<file path="src/rtl/vga_fb_reader.sv">
// vga_fb_reader: VGA scan generator streaming 8-bit greyscale from a frame buffer.
// Ports: clk, reset (async, active high); re/read_addr/pix_in frame-buffer read
// port (1-clock latency); pattern_sel; vga_r/g/b 4-bit colour; hsync/vsync
// active low; frame_start. Define VGA_TEST_PATTERN_EN to enable colour bars.
module vga_fb_reader #(
  parameter int H_ACTIVE = 640,
  parameter int H_FP     = 16,
  parameter int H_SYNC   = 96,
  parameter int H_BP     = 48,
  parameter int V_ACTIVE = 480,
  parameter int V_FP     = 10,
  parameter int V_SYNC   = 2,
  parameter int V_BP     = 33
) (
  input  logic        clk,
  input  logic        reset,
  output logic        re,
  output logic [19:0] read_addr,
  input  logic [7:0]  pix_in,
  input  logic        pattern_sel,
  output logic [3:0]  vga_r,
  output logic [3:0]  vga_g,
  output logic [3:0]  vga_b,
  output logic        hsync,
  output logic        vsync,
  output logic        frame_start
);

  localparam int H_TOTAL = H_ACTIVE + H_FP + H_SYNC + H_BP;
  localparam int V_TOTAL = V_ACTIVE + V_FP + V_SYNC + V_BP;
  localparam int HW = $clog2(H_TOTAL);
  localparam int VW = $clog2(V_TOTAL);

  localparam logic [HW-1:0] H_LAST = HW'(H_TOTAL - 1);
  localparam logic [HW-1:0] H_ACT  = HW'(H_ACTIVE);
  localparam logic [HW-1:0] HS_BEG = HW'(H_ACTIVE + H_FP);
  localparam logic [HW-1:0] HS_END = HW'(H_ACTIVE + H_FP + H_SYNC);
  localparam logic [VW-1:0] V_LAST = VW'(V_TOTAL - 1);
  localparam logic [VW-1:0] V_ACT  = VW'(V_ACTIVE);
  localparam logic [VW-1:0] VS_BEG = VW'(V_ACTIVE + V_FP);
  localparam logic [VW-1:0] VS_END = VW'(V_ACTIVE + V_FP + V_SYNC);

  logic [HW-1:0] h_cnt_q, h_cnt_d;
  logic [VW-1:0] v_cnt_q, v_cnt_d;
  logic [19:0]   addr_q, addr_d;
  logic          re_q, re_d;
  logic [19:0]   read_addr_q, read_addr_d;
  logic [2:0]    hs_q, hs_d;
  logic [2:0]    vs_q, vs_d;
  logic [2:0]    fs_q, fs_d;
  logic          act2_q, act2_d;
  logic [11:0]   rgb_q, rgb_d;

  logic active;
  logic h_end;
  logic frame_end;
  logic unused_ok;

`ifdef VGA_TEST_PATTERN_EN
  localparam int BAR_W = H_ACTIVE / 8;
  localparam int BW    = $clog2(BAR_W);
  localparam logic [BW-1:0] BAR_LAST = BW'(BAR_W - 1);

  logic [BW-1:0] bar_px_q, bar_px_d;
  logic [2:0]    bar_k_q, bar_k_d;
  logic [2:0]    bar1_q, bar1_d;
  logic [2:0]    bar2_q, bar2_d;

  // Bar index tracks h_cnt/BAR_W with a wrap counter instead of a divider.
  always_comb begin
    bar_px_d = bar_px_q + 1'b1;
    bar_k_d  = bar_k_q;
    if (h_end) begin
      bar_px_d = '0;
      bar_k_d  = '0;
    end else if (bar_px_q == BAR_LAST) begin
      bar_px_d = '0;
      bar_k_d  = bar_k_q + 1'b1;
    end
    bar1_d = bar_k_q;
    bar2_d = bar1_q;
  end

  always_ff @(posedge clk or posedge reset) begin
    if (reset) begin
      bar_px_q <= '0;
      bar_k_q  <= '0;
      bar1_q   <= '0;
      bar2_q   <= '0;
    end else begin
      bar_px_q <= bar_px_d;
      bar_k_q  <= bar_k_d;
      bar1_q   <= bar1_d;
      bar2_q   <= bar2_d;
    end
  end

  assign unused_ok = ^pix_in[3:0];
`else
  assign unused_ok = ^{pattern_sel, pix_in[3:0]};
`endif

  always_comb begin
    h_end     = (h_cnt_q == H_LAST);
    frame_end = h_end && (v_cnt_q == V_LAST);
    active    = (h_cnt_q < H_ACT) && (v_cnt_q < V_ACT);

    h_cnt_d = h_end ? '0 : h_cnt_q + 1'b1;
    v_cnt_d = v_cnt_q;
    if (frame_end) v_cnt_d = '0;
    else if (h_end) v_cnt_d = v_cnt_q + 1'b1;

    // Running address replaces v*H_ACTIVE+h; cleared at frame wrap.
    addr_d = addr_q;
    if (frame_end) addr_d = '0;
    else if (active) addr_d = addr_q + 1'b1;

    re_d        = active;
    read_addr_d = active ? addr_q : read_addr_q;

    hs_d = {hs_q[1:0], ~((h_cnt_q >= HS_BEG) && (h_cnt_q < HS_END))};
    vs_d = {vs_q[1:0], ~((v_cnt_q >= VS_BEG) && (v_cnt_q < VS_END))};
    fs_d = {fs_q[1:0], (h_cnt_q == '0) && (v_cnt_q == '0)};

    act2_d = re_q;
    rgb_d  = act2_q ? {3{pix_in[7:4]}} : '0;
`ifdef VGA_TEST_PATTERN_EN
    if (act2_q && pattern_sel)
      rgb_d = {{4{bar2_q[2]}}, {4{bar2_q[1]}}, {4{bar2_q[0]}}};
`endif
  end

  always_ff @(posedge clk or posedge reset) begin
    if (reset) begin
      h_cnt_q     <= '0;
      v_cnt_q     <= '0;
      addr_q      <= '0;
      re_q        <= 1'b0;
      read_addr_q <= '0;
      hs_q        <= 3'b111;
      vs_q        <= 3'b111;
      fs_q        <= '0;
      act2_q      <= 1'b0;
      rgb_q       <= '0;
    end else begin
      h_cnt_q     <= h_cnt_d;
      v_cnt_q     <= v_cnt_d;
      addr_q      <= addr_d;
      re_q        <= re_d;
      read_addr_q <= read_addr_d;
      hs_q        <= hs_d;
      vs_q        <= vs_d;
      fs_q        <= fs_d;
      act2_q      <= act2_d;
      rgb_q       <= rgb_d;
    end
  end

  assign re          = re_q;
  assign read_addr   = read_addr_q;
  assign hsync       = hs_q[2];
  assign vsync       = vs_q[2];
  assign frame_start = fs_q[2];
  assign vga_r       = rgb_q[11:8];
  assign vga_g       = rgb_q[7:4];
  assign vga_b       = rgb_q[3:0];

endmodule

</file>
<file path="config.mk">
export PLATFORM = sky130hd
export DESIGN_NAME = vga_fb_reader
export DESIGN_NICKNAME = d
export VERILOG_FILES = /design/src/rtl/vga_fb_reader.sv
export SDC_FILE = /design/constraint.sdc
export NUM_CORES = 1
export LEC_CHECK = 0
export ABC_AREA = 0
export ABC_CLOCK_PERIOD_IN_PS = 4100
export CAP_MARGIN = 20
export CORE_MARGIN = 4
export CORE_UTILIZATION = 55
export DETAILED_ROUTE_END_ITERATION = 10
export PLACE_DENSITY = 0.76
export SYNTH_ARGS = -nofsm -noshare
export SYNTH_HDL_FRONTEND = slang
export SYNTH_SLANG_ARGS = --single-unit
</file>
<file path="constraint.sdc">
create_clock -name clk -period 4.1 [get_ports clk]
set_clock_uncertainty 0.2 [all_clocks]
set_input_delay 0.615 -clock clk [delete_from_list [all_inputs] [get_ports clk]]
set_output_delay 0.615 -clock clk [all_outputs]
set_load 0.03 [all_outputs]
</file>
==> results of run 1 <==
state kept, by name (all words and copies together), names as in the netlist:
signal	count
vs_q	3
v_cnt_q	10
read_addr	20
addr_q	20
re	1
rgb_q	4
h_cnt_q	10
hs_q	3
act2_q	1
fs_q	3
worst reg2reg max path: stages (launching register included):
cell and delay (ps):
dfrtp_1 450, nor4_1 390, nand3_1 250, nor2_2 810, nor2_1 130
layout make-up:
type                    instances  area [um2]
clock inverters                 3        17.5
repair buffers                 44         445
clock buffers                  13         139
fillers                       460        2010
well taps                      75        93.8
inverters                       6        22.5
multi-input cells             195        1380
flip-flops and latches         75        1880
stage by stage:
step	utilization	setup WS [ps]	instance area [um2]	hold WS (ps)
after floorplan	-	1380	3420	131
after global placement	0.639	1750	3830	133
after detailed placement	0.639	1720	3830	138
after CTS	0.665	1730	3980	155
after global routing	0.665	1550	3980	156
final	0.665	1730	3980	153
cell usage in the layout (no fill, tap or decap), types with 2 or more instances in the layout:
master            n
a21oi_1          12
and2_1            5
and3_1            7
and3b_1           2
and4_1            3
buf_4             2
clkbuf_1          4
clkbuf_8          9
clkdlybuf4s50_1  41
clkinv_2          2
dfrtp_1          69
dfstp_2           6
ha_1              5
inv_1             5
mux2_2           20
mux2i_1           2
nand2_1          10
nand3_1          19
nand4_1          13
nor2_1           15
nor2b_1           3
nor3_1            4
nor4_1            5
o21ai_0           8
o31ai_1           9
or2_2             3
or3_1             4
or4_1             8
or4_4             2
xnor2_1           9
xor2_1           10
logic make-up (layout without fill, tap and decap cells):
group,after synthesis,after routing,share of synthesized area
xor gates and xnor gates,19,19,0.0486
and+or+nand+nor,113,113,0.195
muxes,22,22,0.0717
adders and majority gates,5,5,0.0183
AOI/OAI and AO/OA,36,36,0.0677
buffers and inverters,29,66,0.0479
DFF,75,75,0.551
path summary, 6_finish.rpt:
check,to,slack [ps],depth (start not counted)
min in group asynchronous,fs_q[2]$_DFF_PP0_,570,2
hold / removal,fs_q[1]$_DFF_PP0_,150,0
max in group asynchronous,vs_q[2]$_DFF_PP1_,2410,3
setup reg to reg,addr_q[5]$_DFFE_PP0P_,1730,4
setup / recovery,addr_q[5]$_DFFE_PP0P_,1730,4
hold reg to reg,fs_q[1]$_DFF_PP0_,150,0
Yosys cell counts (all sizes together), types with 2 or more instances:
| cell type | number | area share |
|---|---|---|
| o21ai | 9 | 0.016 |
| and4 | 4 | 0.011 |
| or4 | 10 | 0.024 |
| mux2 | 20 | 0.066 |
| and3 | 7 | 0.013 |
| nand3 | 19 | 0.028 |
| or2 | 3 | 0.0055 |
| buf | 18 | 0.036 |
| xor2 | 10 | 0.026 |
| clkbuf | 5 | 0.0055 |
| mux2i | 2 | 0.0059 |
| nand4 | 13 | 0.024 |
| and3b | 2 | 0.0051 |
| a21oi | 13 | 0.020 |
| nor2 | 16 | 0.018 |
| and2 | 5 | 0.0091 |
| inv | 6 | 0.0066 |
| or3 | 4 | 0.0073 |
| dfrtp | 69 | 0.50 |
| nor3 | 5 | 0.0073 |
| xnor2 | 9 | 0.023 |
| o31ai | 9 | 0.020 |
| ha | 5 | 0.018 |
| nor4 | 5 | 0.0091 |
| dfstp | 6 | 0.046 |
| nand2 | 10 | 0.011 |
| nor2b | 3 | 0.0055 |
metal layers:
layer | up-vias | share of wire | track usage
met5 | - | 0 | 0
met4 | 0 | 0.017 | 0.0680
met3 | 10 | 0.042 | 0.0520
met2 | 51 | 0.49 | 0.300
met1 | 1189 | 0.45 | 0.256
li1 | 1139 | - | -
power groups by stage:
stage / combinational, mW / sequential, mW / clock, mW
finish: 0.0470 / 0.743 / 0.476
global route: 0.0516 / 0.743 / 0.524
CTS: 0.0487 / 0.743 / 0.490
detailed placement: 0.0486 / 0.757 / 0
global placement: 0.0479 / 0.757 / 0
floorplan: 0.0264 / 0.761 / 0
==> impl_metrics.py, run 1 <==
metrics = {
    "synth": {
        "netlist_area_um2": 3420,
        "syn_inst": 299,
        "synth_fp_nets": 315,
        "syn_avg_cell_area_um2": 11.4,
        "yosys_warnings": 0,
        "ys_types": 45,
        "synth-main-ff-cell": "dfrtp_1",
        "synth_enable_flop_cells": 0,
        "postSynth.asyncResetShare": 1.00,
        "ys_ff_latch": 75,
        "ys_seq_area_frac": 0.551,
    },
    "pwr": {
        "pwr-share-clk": 0.376,
        "power_mw": 1.27,
        "p_sw_mw": 0.289,
        "p_leak_nw": 1.68,
        "p_per_area_nw_per_um2": 318,
        "pwr-share-comb": 0.037,
        "internal_power_mw": 0.977,
        "p_sw_frac": 0.228,
        "max-vdd-ir-drop_mv": 0.201,
        "seq_power_share": 0.587,
    },
    "sta": {
        "rsz0062_at_grt": "false",
        "fmax_mhz": 421,
        "period_share": 0.579,
        "fin_tns_setup_ps": 0,
        "worst_pin_slew_ps": 1000,
        "setup_viol": 0,
        "finalMaxSlewViolations": 0,
        "hold_violations": 0,
        "fin_crit_ps": 2370,
        "relSlewSlack": 0.332,
    },
    "cts": {
        "tritoncts.num_buffers": 9,
        "cts_tree": "built",
        "cts_setup_buffers": 0,
        "ctsHoldBuffers": 0,
        "cts-root-buf": "clkbuf_8",
        "worstSkewPairLatency_ps": 350,
        "cts_sinks": 75,
        "h-tree-depth": 3,
        "ctsLongestPathBuffers": 2,
        "cts_resized": 0,
        "cts.clk_slew.worst_paths_ps": 80,
    },
    "worst_setup_path": {
        "cp_slowest_stage_delay_ps": 810,
        "critPathLaunchType": "flip-flop",
        "path_cells": "nor4_1, nand3_1, nor2_2, nor2_1",
        "worstSetupPathType": "flip-flop to flip-flop",
        "cp.arrival_ps": 2370,
        "crit_start": "v_cnt_q[5]$_DFFE_PP0P_",
        "crit_fanout": 23,
        "cp.required_ps": 4100,
        "crit_path_end_kind": "flip-flop",
        "rr_startpoint": "v_cnt_q[5]$_DFFE_PP0P_",
        "crit_family": "simple AND/OR/NAND/NOR gates",
        "cp_slowest_cell": "nor2_2",
        "critPathBufInv": 0,
    },
    "hold_path": {
        "min_path_type": "flip-flop to flip-flop",
        "min_from": "fs_q[0]$_DFF_PP0_",
    },
    "run": {
        "cap_violations": 0,
    },
    "detailed_routing": {
        "wl_um": 6420,
        "wl_per_cell_um": 15.6,
        "viasPerCell": 5.81,
        "drc": 0,
        "drtIter0Drc": 119,
        "vias": 2389,
        "antenna_left": 0,
        "first_pass_iters": 5,
    },
    "global_routing": {
        "grt_pass1_vias": 2375,
        "grt.overflow.total": 0,
        "gr-usage-all-layers": 0.191,
        "grt_max_degree": 42,
        "antenna_found_initial": 0,
        "grt_pass1_wl_um": 11200,
    },
    "place": {
        "portBuffers": 41,
        "hpwl_um": 4370,
        "place_congestion": 0.912,
        "place_inst": 395,
    },
    "floorplanning": {
        "dieArea_um2": 7550,
        "dieHeight_um": 86.9,
        "initial_core_util": 0.571,
        "design.core.area_um2": 5990,
        "io_pins": 47,
        "fp.dieW_um": 86.9,
        "rows": 28,
    },
    "run_status": {
        "status": "finished clean",
    },
    "cells_and_area": {
        "drive_gt1_frac": 0.158,
        "syn_to_final_growth_pct": 16.4,
        "antenna_cells": 0,
        "nets": 347,
        "stdcell_count": 411,
    },
}
Note: power is estimated with default switching activity, not from simulation.
==> inputs of run 2 (changes only) <==
Settings changed: ABC_CLOCK_PERIOD_IN_PS 4100 to 2300, CORE_UTILIZATION 55 to 54, PLACE_DENSITY 0.76 to 0.75.
Clock period 4.1 ns to 2.3 ns, I/O delays scaled along.
==> impl_metrics.py, run 2 (same netlist as run 1, synthesis figures left out) <==
metrics = {
    "cts": {
        "cts_resized": 0,
        "cts_sinks": 75,
        "cts_tree": "built",
        "cts_setup_buffers": 0,
        "ctsHoldBuffers": 0,
        "tritoncts.num_buffers": 9,
        "ctsLongestPathBuffers": 2,
        "cts.clk_slew.worst_paths_ps": 70,
        "worstSkewPairLatency_ps": 340,
        "cts-root-buf": "clkbuf_8",
        "h-tree-depth": 3,
    },
    "floorplanning": {
        "io_pins": 47,
        "rows": 28,
        "dieHeight_um": 87.6,
        "design.core.area_um2": 6030,
        "dieArea_um2": 7670,
        "fp.dieW_um": 87.6,
        "initial_core_util": 0.568,
    },
    "global_routing": {
        "grt_max_degree": 76,
        "grt_pass1_wl_um": 10900,
        "antenna_found_initial": 0,
        "grt_pass1_vias": 2294,
        "grt.overflow.total": 0,
        "gr-usage-all-layers": 0.182,
    },
    "detailed_routing": {
        "viasPerCell": 5.73,
        "antenna_left": 0,
        "first_pass_iters": 4,
        "wl_per_cell_um": 15.3,
        "wl_um": 6450,
        "vias": 2418,
        "drc": 0,
        "drtIter0Drc": 199,
    },
    "hold_path": {
        "min_from": "fs_q[1]$_DFF_PP0_",
        "whs_path_depth": 0,
        "min_path_type": "flip-flop to flip-flop",
    },
    "worst_setup_path": {
        "path_cells": "o21a_1, or4_4, or4_4, a21oi_2",
        "cp_slowest_stage_delay_ps": 510,
        "cp_common_cell": "or4_4",
        "crit_start": "h_cnt_q[7]$_DFF_PP0_",
        "cp_slowest_cell": "dfrtp_1",
        "cp.required_ps": 2370,
        "crit_path_end_kind": "flip-flop",
        "critPathLaunchType": "flip-flop",
        "critPathBufInv": 0,
        "ff2ff_path_depth": 4,
        "cp.arrival_ps": 2160,
        "cp_num_cells": 4,
        "rrSetupSlack_ps": 220,
        "rr_startpoint": "h_cnt_q[7]$_DFF_PP0_",
        "crit_fanout": 8,
        "crit_family": "simple AND/OR/NAND/NOR gates",
        "worstSetupPathType": "flip-flop to flip-flop",
    },
    "place": {
        "portBuffers": 41,
        "hpwl_um": 4380,
        "place_congestion": 0.824,
    },
    "run_status": {
        "status": "finished clean",
    },
    "cells_and_area": {
        "drive_gt1_frac": 0.196,
        "antenna_cells": 0,
        "nets": 358,
        "syn_to_final_growth_pct": 21.7,
        "fillers": 439,
        "layout_commonest_cell": "dfrtp_1",
        "final_cell_mix": "dfrtp_1 (69), clkdlybuf4s50_1 (41), mux2_2 (20), nand3_1 (18), nor2_1 (16)",
    },
    "sta": {
        "rsz0062_at_grt": "false",
        "period_share": 0.905,
        "worst_pin_slew_ps": 438,
        "relSlewSlack": 0.705,
        "finalMaxSlewViolations": 0,
        "hold_violations": 0,
        "fmax_mhz": 480,
        "fin_crit_ps": 2080,
        "fin_tns_setup_ps": 0,
        "setup_viol": 0,
    },
    "pwr": {
        "p_per_area_nw_per_um2": 616,
        "p_leak_nw": 1.77,
        "max-vdd-ir-drop_mv": 0.531,
        "power_mw": 2.57,
    },
    "run": {
        "cap_violations": 0,
    },
}
-- run 2: cell count changes in the layout (fill, tap and decap cells not counted), sizes merged --
cell      change
buf          +11
bufinv        +2
clkbuf        -2
clkinv        -2
clkinvlp      +2
-- run 2: worst register-to-register path, stage by stage (launching register included) --
cell     delay, ps
dfrtp_1        510
o21a_1         260
or4_4          490
or4_4          430
a21oi_2        140
-- run 2: path summary, 6_finish.rpt --
| path | end |
|---|---|
| min in group asynchronous | fs_q[0]$_DFF_PP0_ |
| max in group asynchronous | h_cnt_q[1]$_DFF_PP0_ |
| min | fs_q[2]$_DFF_PP0_ |
| max | addr_q[19]$_DFFE_PP0P_ |
| max reg2reg | addr_q[19]$_DFFE_PP0P_ |
| min reg2reg | fs_q[2]$_DFF_PP0_ |
-- run 2: final cells by class --
cell class,count,area (um2),area share
Inverter,6,26.3,0.00631
Clock inverter,5,83.8,0.0201
Multi-Input combinational cell,195,1380,0.332
Clock buffer,11,151,0.0364
Timing Repair Buffer,55,541,0.130
Sequential cell,75,1880,0.453
Tap cell,75,93.8,0.0225
-- run 2: power breakdown --
part	switching (mW)	leakage (nW)	internal, mW
Clock	0.484	0.112	0.674
Sequential	0.00238	0.969	1.32
Combinational	0.0529	0.684	0.0307
-- run 2: layer usage --
metal  track usage  share of wire
met1         0.255           0.47
met2         0.270           0.46
met3        0.0414          0.040
met4        0.0893          0.024
met5             0              0
-- run 2: through the flow --
step	utilization	setup WS (ps)	std cells	hold WS, ps	area [um2]
2_1_floorplan	-	327	299	131	3420
3_3_place_gp	0.651	223	406	133	3920
3_5_place_dp	0.651	146	406	136	3920
4_1_cts	0.690	120	422	153	4160
5_1_grt	0.691	93.8	422	163	4160
6_report	0.691	218	422	151	4160
